### src/rtl/crc_lfsr_serial_if.sv
// Word-in / CRC-out handshake bundle for crc_lfsr_serial.
// master = word source and result consumer; slave = CRC engine.
interface crc_lfsr_serial_if #(
  parameter int unsigned CRC_W  = 8,
  parameter int unsigned DATA_W = 8
) ();
  logic              in_valid;
  logic              in_ready;
  logic [DATA_W-1:0] in_data;
  logic              in_first;
  logic              in_last;
  logic [CRC_W-1:0]  crc_out;
  logic              crc_valid;
  logic              crc_ready;

  modport master (
    output in_valid, in_data, in_first, in_last, crc_ready,
    input  in_ready, crc_out, crc_valid
  );

  modport slave (
    input  in_valid, in_data, in_first, in_last, crc_ready,
    output in_ready, crc_out, crc_valid
  );
endinterface

### src/rtl/crc_lfsr_serial.sv
// Bit-serial XOR-feedback CRC engine: folds each DATA_W-bit word MSB first,
// one bit per clock, and presents the frame CRC on a held valid/ready output.
module crc_lfsr_serial #(
  parameter int unsigned        CRC_W   = 8,
  parameter logic [CRC_W-1:0]   POLY    = CRC_W'(8'h07),
  parameter logic [CRC_W-1:0]   INIT    = '0,
  parameter logic [CRC_W-1:0]   XOR_OUT = '0,
  parameter int unsigned        DATA_W  = 8
) (
  input  logic              clk,
  input  logic              rst_n,
  crc_lfsr_serial_if.slave  bus
);

  localparam int unsigned CNT_W = (DATA_W > 1) ? $clog2(DATA_W) : 1;

  typedef enum logic [1:0] {IDLE, SHIFT, DONE} state_t;

  state_t              state_q, state_d;
  logic [CRC_W-1:0]    crc_q, crc_d;
  logic [DATA_W-1:0]   shreg_q, shreg_d;
  logic [CNT_W-1:0]    cnt_q, cnt_d;
  logic                last_q, last_d;
  logic                in_ready_q, in_ready_d;
  logic                crc_valid_q, crc_valid_d;
  logic [CRC_W-1:0]    crc_out_q, crc_out_d;
  logic                fb;

  // State and registered outputs
  always_ff @(posedge clk or negedge rst_n) begin
    if (!rst_n) begin
      state_q     <= IDLE;
      crc_q       <= INIT;
      shreg_q     <= '0;
      cnt_q       <= '0;
      last_q      <= 1'b0;
      in_ready_q  <= 1'b1;
      crc_valid_q <= 1'b0;
      crc_out_q   <= '0;
    end else begin
      state_q     <= state_d;
      crc_q       <= crc_d;
      shreg_q     <= shreg_d;
      cnt_q       <= cnt_d;
      last_q      <= last_d;
      in_ready_q  <= in_ready_d;
      crc_valid_q <= crc_valid_d;
      crc_out_q   <= crc_out_d;
    end
  end

  assign fb = crc_q[CRC_W-1] ^ shreg_q[DATA_W-1];

  // Next-state and datapath update
  always_comb begin
    state_d = state_q;
    crc_d   = crc_q;
    shreg_d = shreg_q;
    cnt_d   = cnt_q;
    last_d  = last_q;
    unique case (state_q)
      IDLE: begin
        if (bus.in_valid) begin
          shreg_d = bus.in_data;
          last_d  = bus.in_last;
          cnt_d   = CNT_W'(DATA_W - 1);
          state_d = SHIFT;
          if (bus.in_first) crc_d = INIT;
        end
      end
      SHIFT: begin
        crc_d   = {crc_q[CRC_W-2:0], 1'b0} ^ (fb ? POLY : '0);
        shreg_d = shreg_q << 1;
        if (cnt_q != '0) begin
          cnt_d = cnt_q - CNT_W'(1);
        end else begin
          state_d = last_q ? DONE : IDLE;
        end
      end
      DONE: begin
        if (bus.crc_ready) begin
          crc_d   = INIT;
          state_d = IDLE;
        end
      end
      default: state_d = IDLE;
    endcase
  end

  // Output values for the upcoming cycle, registered above
  always_comb begin
    in_ready_d  = (state_d == IDLE);
    crc_valid_d = (state_d == DONE);
    crc_out_d   = crc_valid_d ? (crc_d ^ XOR_OUT) : '0;
  end

  assign bus.in_ready  = in_ready_q;
  assign bus.crc_valid = crc_valid_q;
  assign bus.crc_out   = crc_out_q;

endmodule

### src/flat_wrapper.sv
// flat-port wrapper written by rule: the top's interface ports become plain ports
module crc_lfsr_serial_flat 
#(
  parameter int unsigned        CRC_W   = 8,
  parameter logic [CRC_W-1:0]   POLY    = CRC_W'(8'h07),
  parameter logic [CRC_W-1:0]   INIT    = '0,
  parameter logic [CRC_W-1:0]   XOR_OUT = '0,
  parameter int unsigned        DATA_W  = 8
)
  (clk, rst_n, bus_in_valid, bus_in_data, bus_in_first, bus_in_last, bus_crc_ready, bus_in_ready, bus_crc_out, bus_crc_valid);
  crc_lfsr_serial_if #(.CRC_W(CRC_W), .DATA_W(DATA_W)) bus_i ();
  input  logic clk;
  input  logic rst_n;
  input wire logic [$bits(bus_i.in_valid)-1:0] bus_in_valid;
  input wire logic [$bits(bus_i.in_data)-1:0] bus_in_data;
  input wire logic [$bits(bus_i.in_first)-1:0] bus_in_first;
  input wire logic [$bits(bus_i.in_last)-1:0] bus_in_last;
  input wire logic [$bits(bus_i.crc_ready)-1:0] bus_crc_ready;
  output wire logic [$bits(bus_i.in_ready)-1:0] bus_in_ready;
  output wire logic [$bits(bus_i.crc_out)-1:0] bus_crc_out;
  output wire logic [$bits(bus_i.crc_valid)-1:0] bus_crc_valid;
  assign bus_i.in_valid = bus_in_valid;
  assign bus_i.in_data = bus_in_data;
  assign bus_i.in_first = bus_in_first;
  assign bus_i.in_last = bus_in_last;
  assign bus_i.crc_ready = bus_crc_ready;
  assign bus_in_ready = bus_i.in_ready;
  assign bus_crc_out = bus_i.crc_out;
  assign bus_crc_valid = bus_i.crc_valid;
  crc_lfsr_serial #(.CRC_W(CRC_W), .POLY(POLY), .INIT(INIT), .XOR_OUT(XOR_OUT), .DATA_W(DATA_W)) u_core (.clk(clk), .rst_n(rst_n), .bus(bus_i));
endmodule
### config.mk
export PLATFORM = sky130hd
export DESIGN_NAME = crc_lfsr_serial_flat
export DESIGN_NICKNAME = d
export VERILOG_FILES = /design/src/rtl/crc_lfsr_serial_if.sv /design/src/rtl/crc_lfsr_serial.sv /design/src/flat_wrapper.sv
export SDC_FILE = /design/constraint.sdc
export NUM_CORES = 1
export LEC_CHECK = 0
export ABC_CLOCK_PERIOD_IN_PS = 3600
export CORE_UTILIZATION = 50
export DETAILED_ROUTE_END_ITERATION = 8
export PLACE_DENSITY = 0.86
export REMOVE_ABC_BUFFERS = 1
export SYNTH_ARGS = -nofsm -noshare
export SYNTH_HDL_FRONTEND = slang
export SYNTH_SLANG_ARGS = --single-unit
export TNS_END_PERCENT = 50
### constraint.sdc
create_clock -name clk -period 3.6 [get_ports clk]
set_input_delay 0.72 -clock clk [delete_from_list [all_inputs] [get_ports clk]]
set_output_delay 0.72 -clock clk [all_outputs]
set_load 0.01 [all_outputs]
==> results.json, run 1 <==
{
  "status": "completed",
  "grt_pass1_wl_mm": 4.17,
  "yosysWarnings": 0,
  "core_area_mm2": 0.00252,
  "initial_core_util": 0.542,
  "io_buffers": 23,
  "drtIter0Drc": 24,
  "ant_nets": 0,
  "synthCells": 125,
  "max_slew_margin": 0.334,
  "cts_made_buffers": 5,
  "num-nets-final": 167,
  "yosys.area.top_type_share": 0.567,
  "crit_fanout": 23,
  "syn_to_final_growth_pct": 24.9,
  "ctsHoldBuffers": 0,
  "rsz0062_at_grt": "false",
  "r2r_start": "u_core.state_q[1]",
  "cts.repair.resized": 0,
  "synth_flop_cell": "dfrtp_1",
  "final_hold_viol_count": 0,
  "end_kind": "flop",
  "slew_violations": 0,
  "min-delay-start": "u_core.shreg_q[6]",
  "seq_area_frac_synth": 0.586,
  "firstDrtPassIters": 4,
  "cap_violations": 0,
  "synthTopCellsByArea": "dfrtp_1 57%, nand2_1 5.8%, mux2i_1 5.1%",
  "required_ns": 3.88,
  "grt_usage": 0.215,
  "clkTransAtPathRegs_ns": 0.10,
  "grt.overflow.total": 0,
  "ctsLongestPathBuffers": 2,
  "worstReg2RegEnd": "u_core.bus.in_ready",
  "ys_top_cells_by_count": "31 x dfrtp_1, 21 x nand2_1, 12 x o21ai_0",
  "n_fill_cell": 206,
  "yosysMostFrequentCell": "dfrtp_1",
  "drt-vias-per-instance": 5.67,
  "p_leak_nw": 0.773,
  "clock_latency_ns": 0.33,
  "htreeDepth": 2,
  "holdCritPathClass": "reg -> reg",
  "holdWs_ns": 0.493,
  "yosysTopAreaCell": "dfrtp_1",
  "setup_tns_ns": 0,
  "pin_count": 24,
  "antenna_found_initial": 0,
  "grt_max_degree": 33,
  "die_area_mm2": 0.00295,
  "root_buffer": "clkbuf_4",
  "setup_viol": 0,
  "power_density_mw_per_mm2": 741,
  "worstSetupPathType": "reg -> reg",
  "grt_pass1_vias": 935,
  "arrival_ns": 2.62,
  "irDropWorstVdd_mv": 0.528,
  "synth-edff-count": 0,
  "clock.fmax_ghz": 0.426,
  "synth_seq_cells": 32,
  "cp-start-kind": "flop",
  "rows": 18,
  "gp_congestion": 0.752,
  "min_period_ns": 2.35,
  "drive_gt1_frac": 0.0987,
  "die_w_um": 54.3,
  "drc": 0,
  "holdPathStages": 2,
  "num_vias": 1032,
  "tritoncts": "built",
  "die_height_um": 54.3,
  "cts_setup_buffers": 0,
  "ys_types": 30,
  "dp.final_hpwl_mm": 1.77,
  "wl_per_cell_um": 14.4,
  "syn_avg_cell_area_um2": 10.9,
  "worst_pin_slew_ns": 0.994,
  "wirelength_mm": 2.62,
  "reg2reg_depth": 3,
  "diodes": 0,
  "clock_sinks": 32,
  "netlist_area_mm2": 0.00137,
  "skew_ns": 0.00712,
  "synthArstFlopShare": 1.00,
  "r2r_setup_slack_ns": 1.25,
  "worstHoldEndpoint": "u_core.shreg_q[7]",
  "period_share": 0.652
}
[worst max-delay path by stage]
stage	from	end	slack, ns	depth (start not counted)
2_1_floorplan	bus_in_valid	u_core.last_q	1.37	2
3_3_place_gp	bus_crc_ready	u_core.bus.in_ready	1.34	4
3_5_place_dp	bus_crc_ready	u_core.bus.in_ready	1.31	4
4_1_cts	u_core.state_q[1]	u_core.bus.in_ready	1.27	3
5_1_grt	u_core.state_q[1]	u_core.bus.in_ready	1.09	3
6_report	u_core.state_q[1]	u_core.bus.in_ready	1.25	3
[report_power, final]
group / total [W] / internal (W) / switching, W
clock network: 0.000301 / 0.000184 / 0.000117
logic: 0.000414 / 0.000175 / 0.000238
registers: 0.000551 / 0.000476 / 0.0000747
total: 0.00127 / 0.000836 / 0.000430
[cell type report]
cell class	count	area [um^2]	area share
clock inverter	1	30.0	0.0176
clock buffer	7	65.1	0.0381
inverter	5	18.8	0.0110
tap	30	37.5	0.0220
sequential	32	802	0.470
multi-input combinational	82	509	0.298
timing repair buffer	25	245	0.144
[metal layers]
metal  share of wire  GRT usage  vias up
li1                -          -      490
met4          0.0084     0.0641        0
met5               0          0        -
met1            0.43      0.241      497
met3           0.061     0.0917        4
met2            0.50      0.368       41
[per-stage QoR]
step	std cells	cell area, um^2	total power (W)	util	worst slack, ns
floorplan	119	1330	0.000829	-	1.37
global placement	174	1610	0.000939	0.639	1.34
detailed placement	174	1610	0.000970	0.639	1.31
CTS	182	1710	0.00128	0.677	1.27
global route	182	1710	0.00136	0.677	1.09
finish	182	1710	0.00127	0.677	1.25
[critical path: stages (launching register included)]
cell and delay [ns]:
dfrtp_1 0.63, and2b_1 0.48, a31oi_1 0.91, o211a_1 0.27
[cells in the final DEF, fill, tap and decap left out, types with 2 or more instances in the layout]
| cell type | Yosys | layout |
|---|---|---|
| dfrtp_1 | 31 | 31 |
| clkdlybuf4s50_1 | 0 | 23 |
| nand2_1 | 21 | 21 |
| o21ai_0 | 12 | 12 |
| o211ai_1 | 8 | 8 |
| a21oi_1 | 7 | 7 |
| mux2i_1 | 7 | 7 |
| nand3_1 | 6 | 6 |
| inv_1 | 5 | 5 |
| clkbuf_4 | 0 | 5 |
| nor3b_1 | 2 | 2 |
| a31oi_1 | 2 | 2 |
| or3_1 | 2 | 2 |
| ha_1 | 2 | 2 |
| clkbuf_8 | 0 | 2 |
| buf_4 | 1 | 2 |
[sequential cells by signal (all words and copies together) (netlist names)]
register,count
u_core.bus.crc_out,8
u_core.crc_q,8
u_core.shreg_q,8
u_core.cnt_q,3
u_core.state_q,2
u_core.bus.crc_valid,1
u_core.bus.in_ready,1
u_core.last_q,1
[kinds of logic after synthesis]
| group | after synthesis | share of synthesized area |
|---|---|---|
| simple gates | 39 | 0.143 |
| compound gates | 32 | 0.145 |
| flops | 32 | 0.586 |
| buf+inv | 11 | 0.0412 |
| mux | 8 | 0.0595 |
| fa+ha+maj | 2 | 0.0183 |
| xor+xnor | 1 | 0.00641 |
(Power assumes the default switching activity.)
==> run 2, diff against run 1 <==
- ABC_CLOCK_PERIOD_IN_PS: 3600 -> 2120
- CORE_UTILIZATION: 50 -> 46
- PLACE_DENSITY: 0.86 -> 0.84
- clock period: 3.6 -> 2.12 ns (I/O delays scaled with it)
==> run 2 against run 1 <==
Against the previous run:
- clock skew down 0.0025 ns
- sequential cell count is the same
- clock-buffer cell count increased by 1
- sequential share of layout area up 0.35 points
- wire length is 9.8% lower
- register-to-register slack lost 0.68 ns
- critical endpoint is now bus_in_ready
- highest routed layer unchanged
==> results.json, run 2 (same netlist as run 1, synthesis figures left out) <==
{
  "num-nets-final": 170,
  "slowest_delay_ns": 0.53,
  "final_cell_mix": "31 x dfrtp_1, 23 x clkdlybuf4s50_1, 21 x nand2_1",
  "ctsHoldBuffers": 0,
  "max_slew_margin": 0.736,
  "num_vias": 995,
  "diodes": 0,
  "drt-vias-per-instance": 5.35,
  "rsz0062_at_grt": "false",
  "initial_core_util": 0.492,
  "holdCritPathClass": "in -> async",
  "arrival_ns": 1.37,
  "clock_sinks": 32,
  "path_cells": "clkdlybuf4s50_1",
  "route.met2.wl_mm": 1.11,
  "clock.fmax_ghz": 0.556,
  "skew_ns": 0.00467,
  "p_clk_frac": 0.180,
  "syn_to_final_growth_pct": 24.0,
  "mostFrequentLayoutCell": "dfrtp_1",
  "p_leak_nw": 0.768,
  "period_share": 0.848,
  "fin_area_mm2": 0.00170,
  "die_area_mm2": 0.00320,
  "critical-path-slowest-cell": "dfstp_2",
  "antenna_found_initial": 0,
  "drive_gt1_frac": 0.103,
  "cpLargestDelayFamily": "flip-flops",
  "grt_usage": 0.178,
  "wl_per_cell_um": 12.7,
  "wirelength_mm": 2.37,
  "setup_viol": 0,
  "switching_share": 0.350,
  "placed_cell_area_mm2": 0.00164,
  "cts.repair.resized": 0,
  "seq_power_share": 0.465,
  "tritoncts": "built",
  "ctsLongestPathBuffers": 2,
  "grt_pass1_wl_mm": 4.35,
  "clkTransAtPathRegs_ns": 0.09,
  "drc": 0,
  "min_period_ns": 1.80,
  "rows": 19,
  "end_kind": "primary output",
  "power_density_mw_per_mm2": 1180,
  "pwr-share-comb": 0.356,
  "firstDrtPassIters": 4,
  "cts_setup_buffers": 0,
  "multiInputGateArea_um2": 509,
  "grt_pass1_vias": 1001,
  "ant_nets": 0,
  "die_w_um": 56.5,
  "required_ns": 1.70,
  "core_area_mm2": 0.00278,
  "die_height_um": 56.5,
  "status": "completed",
  "final_hold_viol_count": 0,
  "irDropWorstVdd_mv": 1.00,
  "route.top_layer_used": "met4",
  "setup_tns_ns": 0,
  "worst_pin_slew_ns": 0.396,
  "crit_fanout": 1,
  "cp-start-kind": "flop",
  "root_buffer": "clkbuf_4",
  "p_int_w": 0.00130,
  "finalPower_w": 0.00199,
  "path_buf_inv": 1,
  "drtIter0Drc": 14,
  "ff_latch_area_um2": 802,
  "pin_count": 24,
  "io_buffers": 23,
  "wl_met3_um": 134,
  "grt_max_degree": 33,
  "n_fill_cell": 233,
  "slew_violations": 0,
  "utilization": 0.610,
  "htreeDepth": 2,
  "cts_made_buffers": 5,
  "cap_violations": 0,
  "clock_latency_ns": 0.33,
  "drt-met1-wl_mm": 1.09,
  "power.switching_w": 0.000698,
  "dp.final_hpwl_mm": 1.69,
  "gp_congestion": 0.797,
  "worstSetupPathType": "reg -> out",
  "grt.overflow.total": 0
}
run 2: cell types whose count changed in the layout (fill, tap and decap cells not counted):
cell | before | now
bufinv_16 | 1 | 0
clkbuf_1 | 0 | 2
clkbuf_8 | 2 | 1
buf_4 | 2 | 5
run 2: power groups by stage:
stage | Clock (W) | Sequential [W] | Combinational, W
finish | 0.000358 | 0.000926 | 0.000709
global route | 0.000398 | 0.000954 | 0.000824
CTS | 0.000375 | 0.000926 | 0.000718
detailed placement | 0 | 0.000938 | 0.000715
global placement | 0 | 0.000928 | 0.000682
floorplan | 0 | 0.000919 | 0.000489
run 2: worst paths after layout:
check / depth (start not counted) / to / slack (ns) / from
worst max-delay path: 1 / bus_in_ready / 0.32 / u_core.bus.in_ready
worst min-delay path: 2 / u_core.crc_q[0] / 0.49 / rst_n
worst max register to register: 4 / u_core.bus.in_ready / 0.57 / u_core.state_q[1]
worst min register to register: 2 / u_core.shreg_q[2] / 0.50 / u_core.shreg_q[1]
max in group asynchronous: 2 / u_core.bus.in_ready / 1.30 / rst_n
min in group clk: 2 / u_core.shreg_q[2] / 0.50 / u_core.shreg_q[1]
run 2: cell type report:
cell class | instances | area share
clock buffers | 8 | 0.0347
inverters | 5 | 0.0111
well taps | 31 | 0.0229
repair buffers | 28 | 0.158
flip-flops and latches | 32 | 0.473
multi-input cells | 82 | 0.300
run 2: per-stage QoR:
stage	setup WS, ns	hold WS (ns)	std cells
6_report	0.322	0.493	186
2_1_floorplan	0.103	0.128	119
3_3_place_gp	0.335	0.462	178
4_1_cts	0.293	0.500	186
5_1_grt	0.271	0.507	186
3_5_place_dp	0.309	0.473	178
run 2: per-layer routing:
| metal | track usage | vias to the layer above |
|---|---|---|
| met1 | 0.229 | 467 |
| met4 | 0.0523 | 0 |
| met5 | 0 | - |
| li1 | - | 498 |
| met2 | 0.279 | 28 |
| met3 | 0.0714 | 2 |
==> RTL edit 1 (flow settings as in run 1) <==
The 3 states of `state_t` get a one-hot encoding in 3 bits.
--- a/src/rtl/crc_lfsr_serial.sv
+++ b/src/rtl/crc_lfsr_serial.sv
@@ -14,7 +14,7 @@
 
   localparam int unsigned CNT_W = (DATA_W > 1) ? $clog2(DATA_W) : 1;
 
-  typedef enum logic [1:0] {IDLE, SHIFT, DONE} state_t;
+  typedef enum logic [2:0] {IDLE = 3'b001, SHIFT = 3'b010, DONE = 3'b100} state_t;
 
   state_t              state_q, state_d;
   logic [CRC_W-1:0]    crc_q, crc_d;
Function: same outputs for any inputs over 10 cycles, from zero or initial values and one cycle with rst_n low; not proved beyond that.
==> RTL edit 1 against run 1 <==
- synthesized area up 9.0%
- clock skew is 0.0047 ns lower
- hold slack worse by 0.016 ns
- setup slack better by 0.26 ns
- design area up 4.0%
- sequential cell count increased by 1
- synthesized cell count fell by 3.2%
- largest cell class unchanged
- wire length up 10%
- power decreased by 9.6%
==> RTL edit 1: results (changes against run 1) <==
[power]
leakagePower_nw=0.768  ; -0.74%
ir_worst_vdd_mv=0.518  ; -1.8%
swShare_pct=32.4  ; -1.6 points

[finish]
nets=162  ; -3.0%
num_antenna_cells=0  ; unchanged
fin_util_pct=63.8  ; -3.9 points
drive_above_1_share_pct=15.6  ; +5.8 points

[synth]
yosys-top-cells-count=dfrtp_1 (31), nand2_1 (19), a21oi_1 (9), nand2b_1 (9), o2111ai_1 (8)
ys_types=33  ; +10%
synthArstFlopShare_pct=100  ; unchanged
yosysWarningCount=0  ; unchanged
seq_area_frac_synth_pct=55.6  ; -3.1 points
synth.area.top_cells=dfrtp_1 (52%), o221a_2 (5.3%), nand2_1 (4.8%)
synth_edf_count=0  ; unchanged
yosysMostFrequentCell=dfrtp_1

[setup_path]
cpPeakStageDelay_ns=0.52  ; -0.39 ns
arrival_ns=1.37  ; -1.25 ns
critPathSlowestCell=dfstp_2
critPathMaxFanout=1  ; -96%
path_delay_family=flip-flops

[timing]
slew_headroom_pct=55.0  ; +22 points
finClkSkew_ns=0.00242  ; -0.00470 ns

[global_routing]
grt_pass1_wl_um=5150  ; +23%
antenna_found_initial=0  ; unchanged
overflow=0  ; unchanged
grt_pass1_vias=1108  ; +19%
grt_usage_pct=21.8  ; +0.30 points
grt_max_degree=34  ; +3.0%

[outcome]
status=finished clean

[cts]
cts_buffer_depth=2  ; unchanged
clk_latency_ns=0.32
post-cts-setup-buffers=0  ; unchanged
cts_root_buf=clkbuf_4
cts.clk_slew.worst_paths_ns=0.09
ctsResizeCount=0  ; unchanged
numCtsBuffers=5  ; unchanged
cts_max_level=2  ; unchanged

[drt]
wl_per_cell_um=16.2  ; +12%
first_pass_iters=4  ; unchanged
drtIter0Drc=23  ; -4.2%
via_count=1089  ; +5.5%

[place]
gp_congestion=0.782  ; +4.1%
port_buffers=23  ; unchanged
hpwl_um=1990  ; +12%

[min_path]
hold_class=flip-flop to flip-flop

==> RTL edit 1: logic make-up (layout without fill, tap and decap cells) <==
group | after synthesis | in the layout | synth area share (%)
AND/OR/NAND/NOR | 39 | 39 | 15.4
AO/OA/AOI/OAI | 33 | 33 | 19.1
flip-flops | 33 | 33 | 55.6
buffers and inverters | 10 | 36 | 3.69
XOR/XNOR | 3 | 3 | 3.78
adder cells (fa/ha/maj) | 2 | 2 | 1.68
multiplexers | 1 | 1 | 0.756
==> RTL edit 1: area by class of cell <==
class / instances / area [um^2]
inverter: 4 / 15.0
tap: 31 / 38.8
multi-input combinational: 78 / 607
fill: 210 / 1010
timing repair buffer: 24 / 238
clock buffer: 8 / 48.8
sequential: 33 / 828
==> RTL edit 1: routing by layer <==
| layer | up-vias | share of wire, % | global-route usage, % |
|---|---|---|---|
| li1 | 500 | - | - |
| met1 | 552 | 41 | 26.4 |
| met3 | 9 | 4.2 | 6.22 |
| met2 | 28 | 52 | 34.5 |
| met5 | - | 0 | 0 |
| met4 | 0 | 3.1 | 12.9 |
==> RTL edit 1: final timing paths <==
| check | slack [ns] | start | cells past startpoint | end |
|---|---|---|---|---|
| max in group asynchronous | 2.49 | rst_n | 2 | u_core.state_q[0] |
| worst min register to register | 0.48 | u_core.cnt_q[0] | 1 | u_core.cnt_q[0] |
| worst max register to register | 1.73 | u_core.state_q[2] | 3 | u_core.bus.crc_out[2] |
| worst max-delay path | 1.51 | u_core.bus.in_ready | 1 | bus_in_ready |
| worst min-delay path | 0.48 | u_core.cnt_q[0] | 1 | u_core.cnt_q[0] |
| min in group asynchronous | 0.78 | rst_n | 2 | u_core.crc_q[0] |
==> RTL edit 1: per-stage QoR <==
step | instances | hold WS [ns] | total power [W] | cell area [um^2] | worst slack, ns
4_1_cts | 178 | 0.482 | 0.00115 | 1780 | 1.50
5_1_grt | 178 | 0.500 | 0.00122 | 1780 | 1.47
2_1_floorplan | 115 | 0.424 | 0.000851 | 1450 | 2.05
3_5_place_dp | 170 | 0.469 | 0.000961 | 1730 | 1.39
3_3_place_gp | 170 | 0.467 | 0.000934 | 1730 | 1.45
6_report | 178 | 0.476 | 0.00114 | 1780 | 1.51
==> RTL edit 1: power groups by stage <==
stage,clock network [W],logic [W],registers (W)
after floorplan,0,0.000294,0.000557
after global routing,0.000211,0.000420,0.000591
after global placement,0,0.000363,0.000571
after CTS,0.000195,0.000381,0.000575
final,0.000191,0.000378,0.000576
after detailed placement,0,0.000378,0.000582
==> RTL edit 2 (flow settings as in run 1) <==
Without the edit above. `CRC_W` is set to 8 in 3 places; all go to 12.
--- a/src/rtl/crc_lfsr_serial_if.sv
+++ b/src/rtl/crc_lfsr_serial_if.sv
@@ -1,7 +1,7 @@
 // Word-in / CRC-out handshake bundle for crc_lfsr_serial.
 // master = word source and result consumer; slave = CRC engine.
 interface crc_lfsr_serial_if #(
-  parameter int unsigned CRC_W  = 8,
+  parameter int unsigned CRC_W  = 12,
   parameter int unsigned DATA_W = 8
 ) ();
   logic              in_valid;
--- a/src/rtl/crc_lfsr_serial.sv
+++ b/src/rtl/crc_lfsr_serial.sv
@@ -1,7 +1,7 @@
 // Bit-serial XOR-feedback CRC engine: folds each DATA_W-bit word MSB first,
 // one bit per clock, and presents the frame CRC on a held valid/ready output.
 module crc_lfsr_serial #(
-  parameter int unsigned        CRC_W   = 8,
+  parameter int unsigned        CRC_W   = 12,
   parameter logic [CRC_W-1:0]   POLY    = CRC_W'(8'h07),
   parameter logic [CRC_W-1:0]   INIT    = '0,
   parameter logic [CRC_W-1:0]   XOR_OUT = '0,
--- a/src/flat_wrapper.sv
+++ b/src/flat_wrapper.sv
@@ -1,7 +1,7 @@
 // flat-port wrapper written by rule: the top's interface ports become plain ports
 module crc_lfsr_serial_flat 
 #(
-  parameter int unsigned        CRC_W   = 8,
+  parameter int unsigned        CRC_W   = 12,
   parameter logic [CRC_W-1:0]   POLY    = CRC_W'(8'h07),
   parameter logic [CRC_W-1:0]   INIT    = '0,
   parameter logic [CRC_W-1:0]   XOR_OUT = '0,
Ports: changed (resized bus_crc_out); port bits go from 24 to 28. The function was not compared with the original's and may differ.
==> RTL edit 2 against run 1 <==
- utilization shrank 3.0 points
- setup slack gained 0.034 ns
- sequential cell count grew 8
- design area grew 18%
- largest power group unchanged
- power grew 12%
- sequential power grew 27%
- first-iteration DRC count shrank 21%
- critical path type is now input port to flip-flop
- cell count grew 15%
- wire length grew 12%
- synthesized area grew 22%
- critical path depth grew 1
- clock skew shrank 0.0018 ns
- critical endpoint is now u_core.last_q
==> RTL edit 2: results (changes against run 1) <==
[finish]
num_antenna_cells=0  ; unchanged
nets=182  ; +9.0%
drive_above_1_share_pct=14.5  ; +4.6 points
nFlopsAndLatches=40  ; +25%
buffers=28  ; +12%
seq-cell-share_pct=49.9  ; +3.0 points
multi_input_gates=88  ; +7.3%
buf_share_pct=13.6  ; -0.77 points
multiInputGateArea_um2=601  ; +18%
areaGrowthSynthToFinish_pct=20.1
clk_share_pct=3.24  ; -2.3 points
n_fill_cell=284  ; +38%
inv_count=3  ; -2

[timing]
worst_slack_ns=1.29  ; +0.0343 ns
tightest_slew_ns=0.838  ; -0.156 ns
finClkSkew_ns=0.00533  ; -0.00179 ns
hold_viol_final=0  ; unchanged

[drt]
wl_um=2930  ; +12%
drtIter0Drc=19  ; -21%
via_per_inst=5.36  ; -5.5%
first_pass_iters=4  ; unchanged

[setup_path]
r2r_start=u_core.state_q[0]
r2r_slack_ns=1.44  ; +0.19 ns
critPathMaxFanout=11  ; -52%
reg2reg_to=u_core.bus.crc_out[4]
r2r_cells=4  ; +1
arrival_ns=2.54  ; -0.08 ns
cp-endpoint=u_core.last_q
critPathLaunch=bus_in_valid

[place]
hpwl_um=2040  ; +16%
place_ws_ns=0.954  ; -0.355 ns
dpl_cell_area_um2=1940  ; +20%
port_buffers=27  ; +17%
gp_congestion=0.775  ; +3.2%

[power]
ir_worst_vdd_mv=0.351  ; -33%
leakagePower_nw=0.910  ; +18%

[cts]
cts_root_buf=clkbuf_4
numCtsBuffers=5  ; unchanged

[synth]
synth.area.top_cells=dfrtp_1 (58%), a22o_2 (6.0%), nor2b_1 (4.9%)
synth-xor-area-share_pct=1.57  ; +0.93 points
yosys_most_used_dff=dfrtp_1
synth_compound_area_share_pct=19.6  ; +5.1 points
seq_area_frac_synth_pct=60.0  ; +1.3 points
synth.area.mux_share_pct=1.35  ; -4.6 points
synth-adder-area-share_pct=1.50  ; -0.33 points
yosys-top-cells-count=dfrtp_1 (39), nor2b_1 (13), and2_1 (12), a21oi_1 (10), a22o_2 (10)
ys_types=28  ; -6.7%

[global_routing]
grt_pass1_vias=1118  ; +20%
grt_use_met2_pct=33.0  ; -3.8 points
grtUsageMet3_pct=5.19  ; -4.0 points
grt_max_degree=41  ; +24%
grt_usage_pct=18.1  ; -3.4 points
use_met1_pct=19.5  ; -4.5 points
grt_pass1_wl_um=4730  ; +13%

[min_path]
hold_class=input port to async pin

[floorplan]
core_area_um2=3100  ; +23%

[outcome]
status=finished clean

==> RTL edit 2: cells by family after synthesis <==
family	count (synthesis)
muxes	2
and+or+nand+nor	36
buffers and inverters	12
adders and majority gates	2
DFF	40
xor gates and xnor gates	3
AOI/OAI and AO/OA	45
==> RTL edit 2: critical path, cell delays in order <==
cell and delay, ns:
clkdlybuf4s50_1 0.67, nor2b_1 0.57, nor2b_1 0.24, mux2_1 0.34
==> RTL edit 2: per-layer routing <==
layer	vias to the layer above	wire [um]
met1	545	1220
met2	33	1550
li1	543	-
met3	4	131
met4	0	31
met5	-	0
==> RTL edit 2: power breakdown <==
part | internal (W) | switching [W] | leakage (nW)
sequential | 0.000588 | 0.000110 | 0.522
combinational | 0.000246 | 0.000230 | 0.351
clock | 0.000111 | 0.000130 | 0.0374
==> RTL edit 2: metrics by stage <==
stage               std cells  hold WS [ns]
global placement          203         0.485
global route              210         0.539
finish                    210         0.482
floorplan                 131         0.424
CTS                       210         0.500
detailed placement        203         0.502
